==> src/rtl/lsu_addrchk_pipe.sv <==
// lsu_addrchk_pipe: dc1 address classification and fault checking, registered into dc2/dc3; fault log built when LSU_ADDRCHK_FAULT_LOG_EN is defined
module lsu_addrchk_pipe #(
  parameter int          NUM_WIN   = 8,
  parameter logic [31:0] DCCM_SADR = 32'hF004_0000,
  parameter int          DCCM_SIZE = 64,
  parameter logic [31:0] PIC_SADR  = 32'hF00C_0000,
  parameter int          PIC_SIZE  = 32,
  localparam int         WIDX_W    = (NUM_WIN > 1) ? $clog2(NUM_WIN) : 1
) (
  input  logic              clk,
  input  logic              rst,
  input  logic              freeze,
  input  logic              req_valid,
  input  logic              req_dma,
  input  logic [1:0]        req_size,
  input  logic [31:0]       req_addr,
  input  logic [31:0]       mrac,
  input  logic              win_we,
  input  logic [WIDX_W-1:0] win_idx,
  input  logic              win_en,
  input  logic [31:0]       win_addr,
  input  logic [31:0]       win_mask,
  input  logic              fault_clr,
  output logic              chk_valid_dc2,
  output logic              in_dccm_dc2,
  output logic              in_pic_dc2,
  output logic              external_dc2,
  output logic              access_fault_dc2,
  output logic              misaligned_dc2,
  output logic              sideeffects_dc2,
  output logic              sideeffects_dc3,
  output logic              fault_pend,
  output logic              fault_ovf,
  output logic [2:0]        fault_cause,
  output logic [31:0]       fault_addr
);
  localparam logic [31:0] DCCM_MASK = 32'(DCCM_SIZE * 1024 - 1);
  localparam logic [31:0] PIC_MASK  = 32'(PIC_SIZE * 1024 - 1);
  logic [NUM_WIN-1:0] win_en_q;
  logic [31:0]        win_addr_q [NUM_WIN];
  logic [31:0]        win_mask_q [NUM_WIN];
  logic [31:0] end_addr;
  logic chk, s_dccm, e_dccm, s_pic, e_pic, s_rgn, e_rgn;
  logic in_dccm, in_pic, ext, s_hit, e_hit, win_ok;
  logic c0, c1, c2, c3, c5, any_c, acc_f, mis, se, unal;
  assign chk      = req_valid & ~req_dma;
  assign end_addr = req_addr + (32'd1 << req_size) - 32'd1;
  assign s_dccm   = (req_addr & ~DCCM_MASK) == DCCM_SADR;
  assign e_dccm   = (end_addr & ~DCCM_MASK) == DCCM_SADR;
  assign s_pic    = (req_addr & ~PIC_MASK) == PIC_SADR;
  assign e_pic    = (end_addr & ~PIC_MASK) == PIC_SADR;
  assign s_rgn    = (req_addr[31:28] == DCCM_SADR[31:28]) | (req_addr[31:28] == PIC_SADR[31:28]);
  assign e_rgn    = (end_addr[31:28] == DCCM_SADR[31:28]) | (end_addr[31:28] == PIC_SADR[31:28]);
  assign in_dccm  = s_dccm & e_dccm;
  assign in_pic   = s_pic & e_pic;
  assign ext      = ~(in_dccm | in_pic);
  // A window must cover both ends of the access; an empty table permits everything
  always_comb begin
    s_hit = 1'b0;
    e_hit = 1'b0;
    for (int i = 0; i < NUM_WIN; i++) begin
      s_hit = s_hit | (win_en_q[i] & ((req_addr | win_mask_q[i]) == (win_addr_q[i] | win_mask_q[i])));
      e_hit = e_hit | (win_en_q[i] & ((end_addr | win_mask_q[i]) == (win_addr_q[i] | win_mask_q[i])));
    end
  end
  assign win_ok = ~|win_en_q | (s_hit & e_hit);
  assign c0     = (s_rgn & ~s_dccm & ~s_pic) | (e_rgn & ~e_dccm & ~e_pic);
  assign c1     = (s_dccm & e_pic) | (s_pic & e_dccm);
  assign c2     = (s_pic | e_pic) & ((req_size != 2'd2) | (|req_addr[1:0]));
  assign c3     = ~s_rgn & ~win_ok;
  assign c5     = &req_size;
  assign any_c  = c0 | c1 | c2 | c3 | c5;
  assign acc_f  = chk & any_c;
  assign unal   = (req_size == 2'd1) ? req_addr[0] : (req_size == 2'd2) ? |req_addr[1:0] : 1'b0;
  assign se     = chk & ~s_rgn & mrac[{req_addr[31:28], 1'b1}];
  assign mis    = chk & ext & ~any_c & ((req_addr[31:28] != end_addr[31:28]) | (se & unal));
  genvar g;
  generate
    for (g = 0; g < NUM_WIN; g++) begin : g_win
      // Window entry g; out-of-range indices never match any entry
      always_ff @(posedge clk or posedge rst)
        if (rst) begin
          win_en_q[g]   <= 1'b0;
          win_addr_q[g] <= '0;
          win_mask_q[g] <= '0;
        end else if (win_we && 32'(win_idx) == g) begin
          win_en_q[g]   <= win_en;
          win_addr_q[g] <= win_addr;
          win_mask_q[g] <= win_mask;
        end
    end
  endgenerate
  // dc2/dc3 pipeline registers, held while frozen
  always_ff @(posedge clk or posedge rst)
    if (rst) begin
      chk_valid_dc2    <= 1'b0;
      in_dccm_dc2      <= 1'b0;
      in_pic_dc2       <= 1'b0;
      external_dc2     <= 1'b1;
      access_fault_dc2 <= 1'b0;
      misaligned_dc2   <= 1'b0;
      sideeffects_dc2  <= 1'b0;
      sideeffects_dc3  <= 1'b0;
    end else if (!freeze) begin
      chk_valid_dc2    <= chk;
      in_dccm_dc2      <= in_dccm;
      in_pic_dc2       <= in_pic;
      external_dc2     <= ext;
      access_fault_dc2 <= acc_f;
      misaligned_dc2   <= mis;
      sideeffects_dc2  <= se;
      sideeffects_dc3  <= sideeffects_dc2;
    end
`ifdef LSU_ADDRCHK_FAULT_LOG_EN
  typedef enum logic {IDLE, PEND} state_t;
  state_t state, state_nxt;
  logic cap, log_en, ovf_nxt;
  logic [2:0] cause;
  assign cap   = ~freeze & (acc_f | mis);
  assign cause = c0 ? 3'd0 : c1 ? 3'd1 : c2 ? 3'd2 : c3 ? 3'd3 : c5 ? 3'd5 : 3'd4;
  // Fault log state register
  always_ff @(posedge clk or posedge rst)
    if (rst) state <= IDLE;
    else state <= state_nxt;
  // A clear coinciding with a capture logs the new fault with overflow cleared
  always_comb begin
    log_en    = cap & ((state == IDLE) | fault_clr);
    state_nxt = (cap | ((state == PEND) & ~fault_clr)) ? PEND : IDLE;
    ovf_nxt   = ~fault_clr & (fault_ovf | (cap & (state == PEND)));
  end
  // Logged cause/address and overflow flag
  always_ff @(posedge clk or posedge rst)
    if (rst) begin
      fault_ovf   <= 1'b0;
      fault_cause <= '0;
      fault_addr  <= '0;
    end else begin
      fault_ovf <= ovf_nxt;
      if (log_en) begin
        fault_cause <= cause;
        fault_addr  <= req_addr;
      end
    end
  assign fault_pend = state == PEND;
`else
  logic unused_clr;
  assign unused_clr  = fault_clr;
  assign fault_pend  = 1'b0;
  assign fault_ovf   = 1'b0;
  assign fault_cause = '0;
  assign fault_addr  = '0;
`endif
endmodule
==> config.mk <==
export PLATFORM = sky130hd
export DESIGN_NAME = lsu_addrchk_pipe
export DESIGN_NICKNAME = d
export VERILOG_FILES = /design/src/rtl/lsu_addrchk_pipe.sv
export SDC_FILE = /design/constraint.sdc
export NUM_CORES = 2
export LEC_CHECK = 0
export BUFFER_PORTS_ARGS = -buffer_cell sky130_fd_sc_hd__buf_4
export CAP_MARGIN = 40
export CORE_MARGIN = 3
export CORE_UTILIZATION = 55
export CTS_CLUSTER_SIZE = 24
export DETAILED_ROUTE_END_ITERATION = 6
export PLACE_DENSITY = 0.83
export REMOVE_ABC_BUFFERS = 1
export SLEW_MARGIN = 20
export SYNTH_ARGS = -nofsm -noshare
export SYNTH_HDL_FRONTEND = slang
export SYNTH_SLANG_ARGS = --single-unit
==> constraint.sdc <==
create_clock -name clk -period 25.7 [get_ports clk]
set_input_delay 1.285 -clock clk [delete_from_list [all_inputs] [get_ports clk]]
set_output_delay 1.285 -clock clk [all_outputs]
set_load 0.02 [all_outputs]
==> impl_metrics.ini <==
[status]
outcome = complete, no violations

[sta]
fin_tns_setup_ps = 0
setup_viol = 0
max_freq_mhz = 140
finalCritPeriodShare = 0.278
fin_crit_ps = 7140
slew_headroom = 0.274
maxSlewViolCount = 0
finalClockSkew_ps = 19.0
max_slew.worst_pin.slew_ps = 1080
rsz0062_at_grt = false
hold_violations = 0

[global_routing]
grt_pass1_wl_um = 229000
grt_pass1_vias = 27400
antenna_found_initial = 20
track_usage = 0.533
grt_overflow = 0
grt_max_degree = 83

[power]
seq_power_share = 0.390
switchingPower_mw = 1.43
p_sw_frac = 0.416
power_frac_clock = 0.251
comb_power_share = 0.359
p_per_area_nw_per_um2 = 93.2
vdd_drop_max_mv = 0.0772
power.static_leakage_nw = 14.9
internal_power_mw = 2.00

[cts]
cts_tree = done
cts-root-buf = clkbuf_16
post_cts_resized = 0
clk_pin_slew_worst_paths_ps = 60
clockBufferDepth = 3
clock_latency_ps = 650
cts_hold_buf = 0
cts_sinks = 528
cts-htree-levels = 2
cts_buffers = 55
postCtsSetupBuffers = 0

[routing]
drc_errors = 0
wl_per_cell_um = 42.6
totalWireLength_um = 170000
vias = 29400
drtPass1Iterations = 7
ant_nets = 0
avgViaCountPerCell = 7.37
drt_iter0_markers = 5003

[yosys]
avgSynthCellArea_sq_um = 10.8
async_flop_share = 1.00
synth-main-ff-cell = dfrtp_1
yosysWarnings = 0
yosysTopAreaCell = dfrtp_1
syn_area_sq_um = 32600
synth_edf_count = 0
ys_ff_latch = 528
synthCells = 3027
yosysTopAreaCellShare = 0.404
yosysSeqAreaShare = 0.405
ys_types = 107
ys_top_cells_by_area = dfrtp_1, mux2_2, xnor2_1

[critical_path]
worstPathArrival_ps = 7650
crit_slowest_cell = ha_1
cp.required_ps = 26200
endpoint_kind = flip-flop
crit_top_cell = o21ai_0
slowest_delay_ps = 890
rrSetupSlack_ps = 20540
cp-start-kind = input port
crit_fanout = 16
critical_path.cell_chain = buf_4 -> inv_1 -> ha_1 -> nor2b_1 -> o21ai_0 -> a211o_1 -> o21ai_0 -> a2111o_1 -> nor4_1 -> o311ai_0 -> buf_1 -> nor4_1 -> nand4_1 -> o32ai_1 -> o41ai_1 -> a31oi_1 -> o21ai_0
critPathKind = in2reg

[layout]
area_growth_syn_to_layout_pct = 12.7
drive_above_1_share = 0.281
fin_nets = 3365
stdcell_area_sq_um = 36800

[die]
io_pins = 186
fp-row-count = 88
dieWidth_um = 250
start_util = 0.561
die_h_um = 250
die_area_sq_um = 62300
core_region_area_sq_um = 58100

[placement]
placed_area_sq_um = 34600
portBuffers = 131
gp_congestion = 1.17
hpwl_um = 132000

[hold_path]
hold_class = reg2reg

[job]
cap_violations = 0
## routing by layer
metal  part of all wire  GRT usage  up-vias
met2               0.39      0.731     2611
met5            0.00090          0        -
met1               0.35      0.672    14700
met3               0.16      0.247      713
met4              0.089      0.348       20
li1                   -          -    11400
## cells in the mapped netlist (all sizes together) (20+ instances only)
cell type,count
ha,48
nor2b,29
xnor2,334
nor2,204
dfrtp,527
o32ai,26
mux2,519
nor3,65
buf,62
o21ai,70
a21oi,73
inv,77
or3,22
o211ai,20
nor3b,39
a211oi,24
o221ai,29
nand3,36
clkbuf,116
xor2,73
nand4,35
nor4,49
o22ai,94
nand2b,41
nand2,97
## area by class of cell
class / instances / area, sq um
fill: 4676 / 21400
multi-input combinational: 2280 / 18400
sequential: 528 / 13200
timing repair buffer: 233 / 1890
clock buffer: 81 / 1600
tap: 765 / 957
clock inverter: 20 / 328
inverter: 77 / 297
antenna: 8 / 20.0
## flip-flops by register name, indices dropped and copies added (netlist names)
register	cells
win_en_q	8
in_pic_dc2	1
win_mask_q	256
chk_valid_dc2	1
in_dccm_dc2	1
access_fault_dc2	1
misaligned_dc2	1
external_dc2	1
win_addr_q	256
sideeffects_dc2	1
sideeffects_dc3	1
## power by group through the flow
| stage | sequential [mW] | clock [mW] | combinational, mW |
|---|---|---|---|
| final | 1.34 | 0.861 | 1.23 |
| after global routing | 1.33 | 0.894 | 1.24 |
| after CTS | 1.30 | 0.860 | 1.14 |
| after detailed placement | 1.31 | 0 | 1.13 |
| after global placement | 1.30 | 0 | 1.11 |
| after floorplan | 1.17 | 0 | 0.683 |
## cells by family after synthesis
group                    after synthesis  synth area share
AO/OA/AOI/OAI                        548             0.125
multiplexers                         539             0.187
other                                  1          0.000115
flip-flops                           528             0.405
XOR/XNOR                             415             0.117
adder cells (fa/ha/maj)               49            0.0190
AND/OR/NAND/NOR                      692             0.112
buffers and inverters                255            0.0348
## final timing paths
kind,start,endpoint,cells past startpoint
worst max-delay path,req_addr[23],access_fault_dc2,17
worst min-delay path,in_dccm_dc2,in_dccm_dc2,2
worst max register to register,win_addr_q[186],access_fault_dc2,13
worst min register to register,in_dccm_dc2,in_dccm_dc2,2
max in group asynchronous,rst,win_mask_q[112],8
min in group asynchronous,rst,win_en_q[2],2
## cell usage in the layout, fill, tap and decap left out, types with 37 or more instances in the layout
cell type    n
nand2b_1    41
clkbuf_16   55
nor2_1     204
xnor2_1    329
o21ai_0     65
dfrtp_1    527
nor4_1      47
ha_1        48
conb_1      37
buf_4      197
nand2_1     95
a21oi_1     68
nor3_1      61
mux2_2     519
inv_1       75
o22ai_1     93
xor2_1      70
## metrics by stage
step / instances / hold WS, ps / worst slack (ps) / total power, mW / util
6_report: 3992 / 511 / 18560 / 3.42 / 0.632
3_3_place_gp: 3836 / 472 / 18210 / 2.41 / 0.590
4_1_cts: 3966 / 507 / 18950 / 3.30 / 0.628
3_5_place_dp: 3865 / 480 / 18320 / 2.45 / 0.595
5_1_grt: 3984 / 545 / 18500 / 3.46 / 0.632
2_1_floorplan: 2885 / 494 / 9660 / 1.85 / -
## worst max-delay path: cells and delay by family
kind / cells / cell delay (ps)
buffers and inverters: 3 / 770
and+or+nand+nor: 4 / 1220
adders and majority gates: 1 / 890
AOI/OAI and AO/OA: 9 / 3460
(Power assumes the default switching activity.)
